**config.mk**
```make
export PLATFORM = sky130hd
export DESIGN_NAME = pc_gen_flat
export DESIGN_NICKNAME = d
export VERILOG_FILES = /design/src/rtl/pc_gen_if.sv /design/src/rtl/pc_gen.sv /design/src/flat_wrapper.sv
export SDC_FILE = /design/constraint.sdc
export NUM_CORES = 1
export LEC_CHECK = 0
export CAP_MARGIN = 40
export CORE_ASPECT_RATIO = 1.5
export CORE_MARGIN = 4
export CORE_UTILIZATION = 50
export CTS_BUF_LIST = sky130_fd_sc_hd__clkbuf_16
export CTS_CLUSTER_DIAMETER = 200
export DETAILED_ROUTE_END_ITERATION = 6
export PLACE_DENSITY = 0.9
export SLEW_MARGIN = 10
export SYNTH_ARGS = -nofsm -noshare
export SYNTH_HDL_FRONTEND = slang
export SYNTH_SLANG_ARGS = --single-unit
```
**constraint.sdc**
```tcl
create_clock -name clk -period 2.75 [get_ports clk]
set_input_delay 0.4125 -clock clk [delete_from_list [all_inputs] [get_ports clk]]
set_output_delay 0.4125 -clock clk [all_outputs]
set_load 0.05 [all_outputs]
```
**src/rtl/pc_gen_if.sv**
```systemverilog
// pc_gen_if: fetch-control bundle between the control unit/decode stage and
// the program-counter generator. "master" drives stall/flush/branch requests,
// "slave" (pc_gen) returns the fetch address and status.
interface pc_gen_if #(
  parameter int unsigned ADDR_W = 32
);
  logic [5:0]        stall;
  logic              flush;
  logic [ADDR_W-1:0] new_pc;
  logic              branch_flag_i;
  logic [ADDR_W-1:0] branch_target_address_i;
  logic [ADDR_W-1:0] pc;
  logic              ce;
  logic              redirect_pending;
  logic              misalign_o;

  modport master (
    output stall, flush, new_pc, branch_flag_i, branch_target_address_i,
    input  pc, ce, redirect_pending, misalign_o
  );

  modport slave (
    input  stall, flush, new_pc, branch_flag_i, branch_target_address_i,
    output pc, ce, redirect_pending, misalign_o
  );
endinterface

```
**src/rtl/pc_gen.sv**
```systemverilog
// pc_gen: fetch program counter with boot delay, flush/branch redirect and
// capture of branches that arrive while fetch is stalled.
// Optional feature macro: PC_ALIGN_CHECK_EN -- aligns redirect targets to STEP
// and pulses misalign_o when a target had low bits set.
module pc_gen #(
  parameter int unsigned       ADDR_W      = 32,
  parameter logic [ADDR_W-1:0] RESET_VEC   = '0,
  parameter int unsigned       STEP        = 4,
  parameter int unsigned       BOOT_CYCLES = 1
) (
  input logic     clk,
  input logic     rst,
  pc_gen_if.slave bus
);

  typedef enum logic {S_BOOT, S_RUN} state_t;

  localparam logic [3:0]        BOOT_LAST = 4'(BOOT_CYCLES);
  localparam logic [ADDR_W-1:0] STEP_INC  = ADDR_W'(STEP);

  state_t            r_state, w_state_nxt;
  logic [3:0]        r_cnt, w_cnt_nxt;
  logic [ADDR_W-1:0] r_pc, w_pc_nxt;
  logic [ADDR_W-1:0] r_paddr, w_paddr_nxt;
  logic              r_ce, w_ce_nxt;
  logic              r_pend, w_pend_nxt;
  logic              r_mis, w_mis_nxt;

  logic [ADDR_W-1:0] w_flush_tgt, w_br_tgt;
  logic              w_flush_mis, w_br_mis;
  logic              w_stall;
  logic              w_unused_stall;

  assign w_stall        = bus.stall[0];
  assign w_unused_stall = ^bus.stall[5:1];

`ifdef PC_ALIGN_CHECK_EN
  localparam logic [ADDR_W-1:0] ALIGN_MASK = ADDR_W'(STEP - 1);

  assign w_flush_tgt = bus.new_pc & ~ALIGN_MASK;
  assign w_flush_mis = |(bus.new_pc & ALIGN_MASK);
  assign w_br_tgt    = bus.branch_target_address_i & ~ALIGN_MASK;
  assign w_br_mis    = |(bus.branch_target_address_i & ALIGN_MASK);
`else
  assign w_flush_tgt = bus.new_pc;
  assign w_flush_mis = 1'b0;
  assign w_br_tgt    = bus.branch_target_address_i;
  assign w_br_mis    = 1'b0;
`endif

  // State register: BOOT until the boot counter expires, then RUN until reset
  always_ff @(posedge clk or negedge rst) begin
    if (!rst) r_state <= S_BOOT;
    else      r_state <= w_state_nxt;
  end

  // Next-state and datapath decode; RUN follows flush > stalled capture >
  // live branch > pending redirect > sequential increment
  always_comb begin
    w_state_nxt = r_state;
    w_cnt_nxt   = r_cnt;
    w_ce_nxt    = r_ce;
    w_pc_nxt    = r_pc;
    w_pend_nxt  = r_pend;
    w_paddr_nxt = r_paddr;
    w_mis_nxt   = 1'b0;
    unique case (r_state)
      S_BOOT: begin
        w_cnt_nxt = r_cnt + 4'd1;
        if (w_cnt_nxt == BOOT_LAST) begin
          w_state_nxt = S_RUN;
          w_ce_nxt    = 1'b1;
        end
      end
      S_RUN: begin
        if (bus.flush) begin
          w_pc_nxt    = w_flush_tgt;
          w_mis_nxt   = w_flush_mis;
          w_pend_nxt  = 1'b0;
          w_paddr_nxt = '0;
        end else if (w_stall) begin
          if (bus.branch_flag_i) begin
            w_paddr_nxt = w_br_tgt;
            w_pend_nxt  = 1'b1;
            w_mis_nxt   = w_br_mis;
          end
        end else if (bus.branch_flag_i) begin
          w_pc_nxt    = w_br_tgt;
          w_mis_nxt   = w_br_mis;
          w_pend_nxt  = 1'b0;
          w_paddr_nxt = '0;
        end else if (r_pend) begin
          // Pending address was already aligned when captured
          w_pc_nxt    = r_paddr;
          w_pend_nxt  = 1'b0;
          w_paddr_nxt = '0;
        end else begin
          w_pc_nxt = r_pc + STEP_INC;
        end
      end
      default: w_state_nxt = S_BOOT;
    endcase
  end

  // Datapath registers: PC, boot counter, chip enable, pending redirect, fault pulse
  always_ff @(posedge clk or negedge rst) begin
    if (!rst) begin
      r_cnt   <= '0;
      r_pc    <= RESET_VEC;
      r_ce    <= 1'b0;
      r_pend  <= 1'b0;
      r_paddr <= '0;
      r_mis   <= 1'b0;
    end else begin
      r_cnt   <= w_cnt_nxt;
      r_pc    <= w_pc_nxt;
      r_ce    <= w_ce_nxt;
      r_pend  <= w_pend_nxt;
      r_paddr <= w_paddr_nxt;
      r_mis   <= w_mis_nxt;
    end
  end

  assign bus.pc               = r_pc;
  assign bus.ce               = r_ce;
  assign bus.redirect_pending = r_pend;
  assign bus.misalign_o       = r_mis;

endmodule

```
**src/flat_wrapper.sv**
```systemverilog
// flat-port wrapper written by rule: the top's interface ports become plain ports
module pc_gen_flat 
#(
  parameter int unsigned       ADDR_W      = 32,
  parameter logic [ADDR_W-1:0] RESET_VEC   = '0,
  parameter int unsigned       STEP        = 4,
  parameter int unsigned       BOOT_CYCLES = 1
)
  (clk, rst, bus_stall, bus_flush, bus_new_pc, bus_branch_flag_i, bus_branch_target_address_i, bus_pc, bus_ce, bus_redirect_pending, bus_misalign_o);
  pc_gen_if #(.ADDR_W(ADDR_W)) bus_i ();
  input logic clk;
  input logic rst;
  input wire logic [$bits(bus_i.stall)-1:0] bus_stall;
  input wire logic [$bits(bus_i.flush)-1:0] bus_flush;
  input wire logic [$bits(bus_i.new_pc)-1:0] bus_new_pc;
  input wire logic [$bits(bus_i.branch_flag_i)-1:0] bus_branch_flag_i;
  input wire logic [$bits(bus_i.branch_target_address_i)-1:0] bus_branch_target_address_i;
  output wire logic [$bits(bus_i.pc)-1:0] bus_pc;
  output wire logic [$bits(bus_i.ce)-1:0] bus_ce;
  output wire logic [$bits(bus_i.redirect_pending)-1:0] bus_redirect_pending;
  output wire logic [$bits(bus_i.misalign_o)-1:0] bus_misalign_o;
  assign bus_i.stall = bus_stall;
  assign bus_i.flush = bus_flush;
  assign bus_i.new_pc = bus_new_pc;
  assign bus_i.branch_flag_i = bus_branch_flag_i;
  assign bus_i.branch_target_address_i = bus_branch_target_address_i;
  assign bus_pc = bus_i.pc;
  assign bus_ce = bus_i.ce;
  assign bus_redirect_pending = bus_i.redirect_pending;
  assign bus_misalign_o = bus_i.misalign_o;
  pc_gen #(.ADDR_W(ADDR_W), .RESET_VEC(RESET_VEC), .STEP(STEP), .BOOT_CYCLES(BOOT_CYCLES)) u_core (.clk(clk), .rst(rst), .bus(bus_i));
endmodule
```
Word-level counts from Yosys, hierarchy flattened
Cells that the tools add are included.
- $add $sub $neg: 2
- eq/ne operators: 3
- mux-type cells: 14
- bitwise gates (word level): 1
- reduce and logical (&&, ||, !) cells: 5
- operators by type and width (operator ; number):
    $mux 32 ; 9
    $add 32x3->32 const B ; 1
    $reduce_and 2->1 ; 3
    $mux 1 ; 5
    $add 4x1->4 const B ; 1
    $eq 4x1->1 const B ; 1
    $ne 3x1->1 const B ; 1
    $reduce_and 3->1 ; 1
    $reduce_bool 3->1 ; 1
    $ne 2x1->1 const B ; 1
    $not 1->1 ; 1
- register bits after elaboration: 71
- logic and storage cells: 31

Longest topological paths before layout
Gate-level depths: netlist (run 1).
- depth after elaboration: 5
- mapped depth: 7
- gate-level depth less buffers: 6

Worst setup path before layout (run 1)
OpenSTA, ideal clock, no wires.
- path kind: reg2reg
- from: register u_core.r_pc[12] (netlist: u_core.bus.pc[12])
- to: register u_core.r_pc[22] (netlist: u_core.bus.pc[22])
- library setup time: 126 ps
- arrival time: 2003 ps
- path slack: 621 ps
- cell stages (with the launch flop): 6
- path buffers: 0
- path through: dfrtp_1 -> nand4_4 -> nor4_4 -> nand4_1 -> a21o_1 -> a221o_1
- longest elaborated chain between the ends: 5
- RTL lines (what ; line ; text):
    start, declared ; pc_gen.sv:23 ; logic [ADDR_W-1:0] r_pc, w_pc_nxt;
    start signal, assigned ; pc_gen.sv:116 ; r_pc <= w_pc_nxt;
    $add 32x3->32 ; pc_gen.sv:98 ; w_pc_nxt = r_pc + STEP_INC;
    $mux 32 ; pc_gen.sv:92 ; end else if (r_pend) begin
    $mux 32 ; pc_gen.sv:87 ; end else if (bus.branch_flag_i) begin
    $mux 32 ; pc_gen.sv:81 ; end else if (w_stall) begin
    $mux 32 ; pc_gen.sv:76 ; if (bus.flush) begin
Every way passes these cells. The select of a mux whose other input is x is not followed.
A chain may end at the register's enable or synchronous reset.

Worst setup path in the final report (run 1)
- from: register u_core.r_pend (netlist: u_core.bus.redirect_pending)
- to: output port bus_redirect_pending
- RTL lines (what ; line ; text):
    start, declared ; pc_gen.sv:26 ; logic r_pend, w_pend_nxt;
    start signal, assigned ; pc_gen.sv:118 ; r_pend <= w_pend_nxt;
    end, declared ; flat_wrapper.sv:20 ; output wire logic [$bits(bus_i.redirect_pending)-1:0] bus_redirect_pending;
No word-level cell between the ends.

==> out/qor.yml, run 1 <==
run_status:
  status: "finished clean"
global_route:
  grt_pass1_wl_um: 23100
  grt_pass1_vias: 4704
  grt_max_degree: 48
  gr-total-overflow: 0
  grtUsageTotal: 0.286
  antenna_found_initial: 0
floorplan:
  core.rowCount: 40
  start_util: 0.519
  die_h_um: 121
  die_w_um: 83.1
  core-area_sq_mm: 0.00816
  io_pins: 109
  dieArea_sq_mm: 0.0100
route:
  postRouteAntennaNets: 0
  avgRoutedWirePerCell_um: 21.1
  viasPerCell: 6.74
  drtIter0Drc: 469
  wirelength_um: 14100
  vias: 4500
  drc: 0
  dr.pass1.iters: 5
clocking:
  ctsResizeCount: 0
  cts-htree-levels: 3
  cts_tree: "yes"
  clkLatencyLatePin_ps: 330
  clk_pin_slew_ps: 50
  cts_made_buffers: 9
  root_buffer: "clkbuf_16"
  cts_hold_buf: 0
  postCtsSetupRepairBufs: 0
  clock_sinks: 71
  clockBufferDepth: 2
timing:
  relSlewSlack: 0.572
  fin_crit_ps: 2420
  tightest_slew_ps: 642
  maxSlewViolCount: 0
  fin_skew_ps: 5.83
  tns_ps: 0
  rsz0062_at_grt: "false"
  fin_crit_sh: 0.882
  hold_slack_ps: 61.8
  hold_viol: 0
  setup_viol: 0
  max_freq_mhz: 412
worst_setup_path:
  end_kind: "output port"
  cp_cell_sequence: "clkdlybuf4s50_1"
  max_stage_delay_ps: 930
  path_max_fanout: 17
  cp-start-kind: "flop"
  cp_top_family: "buffers and inverters"
  crit_arrival_ps: 2010
  timing_worst_setup_path_type: "reg -> out"
  crit_required_ps: 2340
  critPathBufInv: 1
  crit_slowest_cell: "clkdlybuf4s50_1"
yosys:
  yosys.area_share.simple: 0.187
  synthArstFlopShare: 1.00
  synth_cells: 460
  avgSynthCellArea_sq_um: 9.20
  yosys-top-cells-count: "71 x dfrtp_1, 45 x o21ai_0, 43 x nand2_1, 33 x nor2_1, 28 x a22o_1"
  yosysMostFrequentCell: "dfrtp_1"
  synthAdderAreaFrac: 0.00887
  yosysUniqueCellTypes: 61
  synth_compound_area_frac: 0.306
  syn_nets: 537
  synthFlopType: "dfrtp_1"
  syn_area_sq_mm: 0.00423
  synth_edf_count: 0
  synth-seq-cells: 71
  synth_warnings: 0
  seq_area_frac_synth: 0.420
  synth_area_leaders: "dfrtp_1 42%, a22o_1 5.8%, o21ai_0 5.3%"
  muxShareOfSynthArea: 0.0148
  synth_xor_area_frac: 0.0145
  yosysTopAreaCell: "dfrtp_1"
  synth_top_area_frac: 0.420
  synth_top_family_by_area: "compound AO/OA/AOI/OAI gates"
place:
  dp_hpwl_um: 9970
  place.gp.congestion: 0.869
  port_buffers: 102
cells_and_area:
  drive_above_1_share: 0.0870
  diodes: 0
  area_delta_synth_final_pct: 32.8
  nets: 637
flow_run:
  max_cap_viol_count: 0
pwr:
  power.leakage_uw: 0.00230
  p_per_area_mw_per_mm2: 560
  ir_worst_vdd_v: 0.000327
worst_hold_path:
  hold_class: "in -> async"
worst paths after layout:
check / slack, ps / from / endpoint / cells past startpoint
hold reg to reg: 480 / u_core.bus.ce / u_core.bus.ce / 1
setup / recovery: 330 / u_core.bus.redirect_pending / bus_redirect_pending / 1
hold / removal: 60 / rst / u_core.r_paddr[6] / 1
max in group asynchronous: 1930 / rst / u_core.bus.pc[31] / 2
setup reg to reg: 580 / u_core.bus.pc[12] / u_core.bus.pc[30] / 5
min in group clk: 480 / u_core.bus.ce / u_core.bus.ce / 1
power breakdown:
group	internal, uW	switching [uW]
registers	1130	134
clock network	585	422
logic	351	528
placed cells by master (no fill, tap or decap), drive strengths merged, types with 14 or more instances in the layout:
| master | count |
|---|---|
| a22o | 28 |
| nand3 | 15 |
| a221oi | 14 |
| buf | 21 |
| a21oi | 17 |
| dfrtp | 71 |
| nand2 | 43 |
| clkdlybuf4s50 | 101 |
| o21ai | 45 |
| nor2 | 33 |
per-layer routing:
layer | vias up | share of wire | global-route usage
li1 | 1968 | - | -
met1 | 2179 | 0.36 | 0.328
met2 | 292 | 0.52 | 0.494
met3 | 61 | 0.079 | 0.0518
met4 | 0 | 0.043 | 0.168
met5 | - | 0 | 0
state kept, by name (all words and copies together) (netlist names):
signal                       flops
u_core.r_cnt                     4
u_core.bus.pc                   32
u_core.bus.redirect_pending      1
u_core.r_paddr                  32
u_core.r_state                   1
u_core.bus.ce                    1
cell type report:
cell class | count | area [sq um]
timing repair buffer | 122 | 1180
clock inverter | 5 | 20.0
tap | 105 | 131
sequential | 71 | 1780
inverter | 10 | 37.5
clock buffer | 9 | 225
multi-input combinational | 346 | 2250
fill | 645 | 2530
cell families after synthesis:
group	after synthesis
AND/OR/NAND/NOR	149
multiplexers	6
XOR/XNOR	7
buffers and inverters	43
flip-flops	71
adder cells (fa/ha/maj)	3
other	1
AO/OA/AOI/OAI	180
per-stage QoR:
stage	instances	power, uW	setup WS (ps)	utilization	cell area [sq um]
3_3_place_gp	654	2110	449	0.659	5380
6_report	668	3150	325	0.689	5620
5_1_grt	668	3260	281	0.689	5620
2_1_floorplan	460	1760	621	-	4230
4_1_cts	668	3140	341	0.689	5620
3_5_place_dp	654	2140	375	0.659	5380
(Power assumes the default switching activity.)
==> run 2: changes to the inputs <==
==> constraint.sdc (replaced) <==
create_clock -name clk -period 2.8 [get_ports clk]
set_input_delay 0.56 -clock clk [delete_from_list [all_inputs] [get_ports clk]]
set_output_delay 0.56 -clock clk [all_outputs]
set_load 0.05 [all_outputs]
==> run 2 against run 1 <==
- via count down 1.0%
- largest cell class unchanged
- register-to-register slack improved by 150 ps
- largest power group unchanged
- sequential share of layout area down 0.063 points
- clock power about the same
- clock skew up 1.1 ps
- routed wire length shrank 2.3%
- clock-buffer cell count stayed put
==> out/qor.yml, run 2 (synthesis results as in run 1) <==
cells_and_area:
  multi_input_area_sq_mm: 0.00225  # unchanged
  final_area_sq_mm: 0.00563  # +0.20%
  diodes: 0  # unchanged
  nFillCells: 609  # -5.6%
  instances_no_fill: 669  # +0.15%
  drive_above_1_share: 0.0833  # -0.00370
  mostFrequentLayoutCells: "101 x clkdlybuf4s50_1, 71 x dfrtp_1, 45 x o21ai_0"
  area_delta_synth_final_pct: 33.1
  seqCellArea_sq_mm: 0.00178  # unchanged
  mostFrequentLayoutCell: "clkdlybuf4s50_1"
  nets: 636  # -0.16%
route:
  vias: 4453  # -1.0%
  drc: 0  # unchanged
  viasPerCell: 6.66  # -1.2%
  avgRoutedWirePerCell_um: 20.6  # -2.4%
  postRouteAntennaNets: 0  # unchanged
  wirelength_um: 13800  # -2.3%
  dr.pass1.iters: 7  # +2
  drtIter0Drc: 582  # +24%
global_route:
  gr-total-overflow: 0  # unchanged
  met3_usage: 0.0545  # +0.00273
  grt_pass1_vias: 4478  # -4.8%
  use_met1: 0.332  # +0.00365
  grt_pass1_wl_um: 22500  # -2.8%
  antenna_found_initial: 0  # unchanged
  gr-usage-met2: 0.480  # -0.0141
  grt_busiest_layer: "met2"
  grt_max_degree: 42  # -13%
  grtUsageTotal: 0.281  # -0.00430
worst_setup_path:
  max_stage_delay_ps: 880  # -50 ps
  end_kind: "output port"
  r2r_cells: 5  # unchanged
  timing_worst_setup_path_type: "reg -> out"
  rr_endpoint: "u_core.bus.pc[22]"
  critPathBufInv: 1  # unchanged
  crit_path_start: "u_core.bus.pc[12]"
  cp_cell_sequence: "clkdlybuf4s50_1"
  cp.depth: 1  # unchanged
  r2r_start: "u_core.bus.pc[4]"
  reg2reg_slack_ps: 730  # +150 ps
  crit_slowest_cell: "clkdlybuf4s50_1"
  cp-start-kind: "flop"
  crit_required_ps: 2240  # -100 ps
  path_max_fanout: 9  # -8
  crit_arrival_ps: 1760  # -250 ps
  cp_top_family: "buffers and inverters"
  endpoint: "bus_pc[12]"
floorplan:
  core-area_sq_mm: 0.00816  # unchanged
  die_h_um: 121  # unchanged
  dieArea_sq_mm: 0.0100  # unchanged
  start_util: 0.519  # unchanged
  die_w_um: 83.1  # unchanged
  core.rowCount: 40  # unchanged
  io_pins: 109  # unchanged
place:
  placed_area_sq_mm: 0.00538  # about the same
  port_buffers: 102  # unchanged
  dp_cells: 653  # -0.15%
  dp_hpwl_um: 9630  # -3.4%
  place.gp.congestion: 0.885  # +1.8%
flow_run:
  max_cap_viol_count: 0  # unchanged
clocking:
  clock_sinks: 71  # unchanged
  clockBufferDepth: 2  # unchanged
  clk_pin_slew_ps: 50  # about the same
  clkLatencyLatePin_ps: 340  # about the same
  cts_tree: "yes"
  cts_made_buffers: 9  # unchanged
  ctsResizeCount: 0  # unchanged
  postCtsSetupRepairBufs: 0  # unchanged
  cts_hold_buf: 0  # unchanged
  root_buffer: "clkbuf_16"
  cts-htree-levels: 3  # unchanged
run_status:
  status: "finished clean"
timing:
  tns_ps: 0  # unchanged
  maxSlewViolCount: 0  # unchanged
  setup_viol: 0  # unchanged
  rsz0062_at_grt: "false"
  fin_crit_sh: 0.827
  fin_crit_ps: 2320
  relSlewSlack: 0.643  # +0.0713
  fin_skew_ps: 6.89  # +1.06 ps
  hold_viol: 0  # unchanged
  max_freq_mhz: 432
  tightest_slew_ps: 535  # -107 ps
pwr:
  power.leakage_uw: 0.00231  # +0.51%
  p_per_area_mw_per_mm2: 550  # -1.8%
  ir_worst_vdd_v: 0.000364  # +11%
worst_hold_path:
  hold_class: "in -> async"
==> run 2: worst min path at each step <==
stage                       start            endpoint  cells past startpoint
5_1_grt                       rst   u_core.r_paddr[8]                      1
4_1_cts                       rst   u_core.r_paddr[6]                      1
2_1_floorplan                 rst       u_core.bus.ce                      0
6_report                      rst   u_core.r_paddr[8]                      1
3_5_place_dp        u_core.bus.ce       u_core.bus.ce                      1
3_3_place_gp   u_core.r_paddr[26]  u_core.r_paddr[26]                      2
==> run 2: cell type report <==
| type | count | area share |
|---|---|---|
| Clock buffer | 9 | 0.0400 |
| Clock inverter | 7 | 0.00466 |
| Inverter | 10 | 0.00666 |
| Multi-Input combinational cell | 346 | 0.400 |
| Sequential cell | 71 | 0.315 |
| Tap cell | 105 | 0.0233 |
| Timing Repair Buffer | 121 | 0.210 |
==> run 2: per-stage QoR <==
stage                     setup slack [ps]  total power, uW  hold WS (ps)  utilization
after floorplan                        671             1730           264            -
after global placement                 423             2080           463        0.660
final                                  483             3100           197        0.691
after CTS                              484             3090           210        0.691
after detailed placement               324             2100           475        0.660
after global routing                   445             3210           230        0.691
==> run 2: layer usage <==
| layer | share of wire | vias to the layer above |
|---|---|---|
| met1 | 0.36 | 2128 |
| met4 | 0.049 | 0 |
| met2 | 0.51 | 277 |
| li1 | - | 1974 |
| met3 | 0.086 | 74 |
| met5 | 0 | - |
==> run 2: power by group <==
group / switching, uW / internal [uW] / leakage (uW)
logic: 514 / 347 / 0.00128
clock network: 425 / 577 / 0.000141
registers: 127 / 1110 / 0.000893
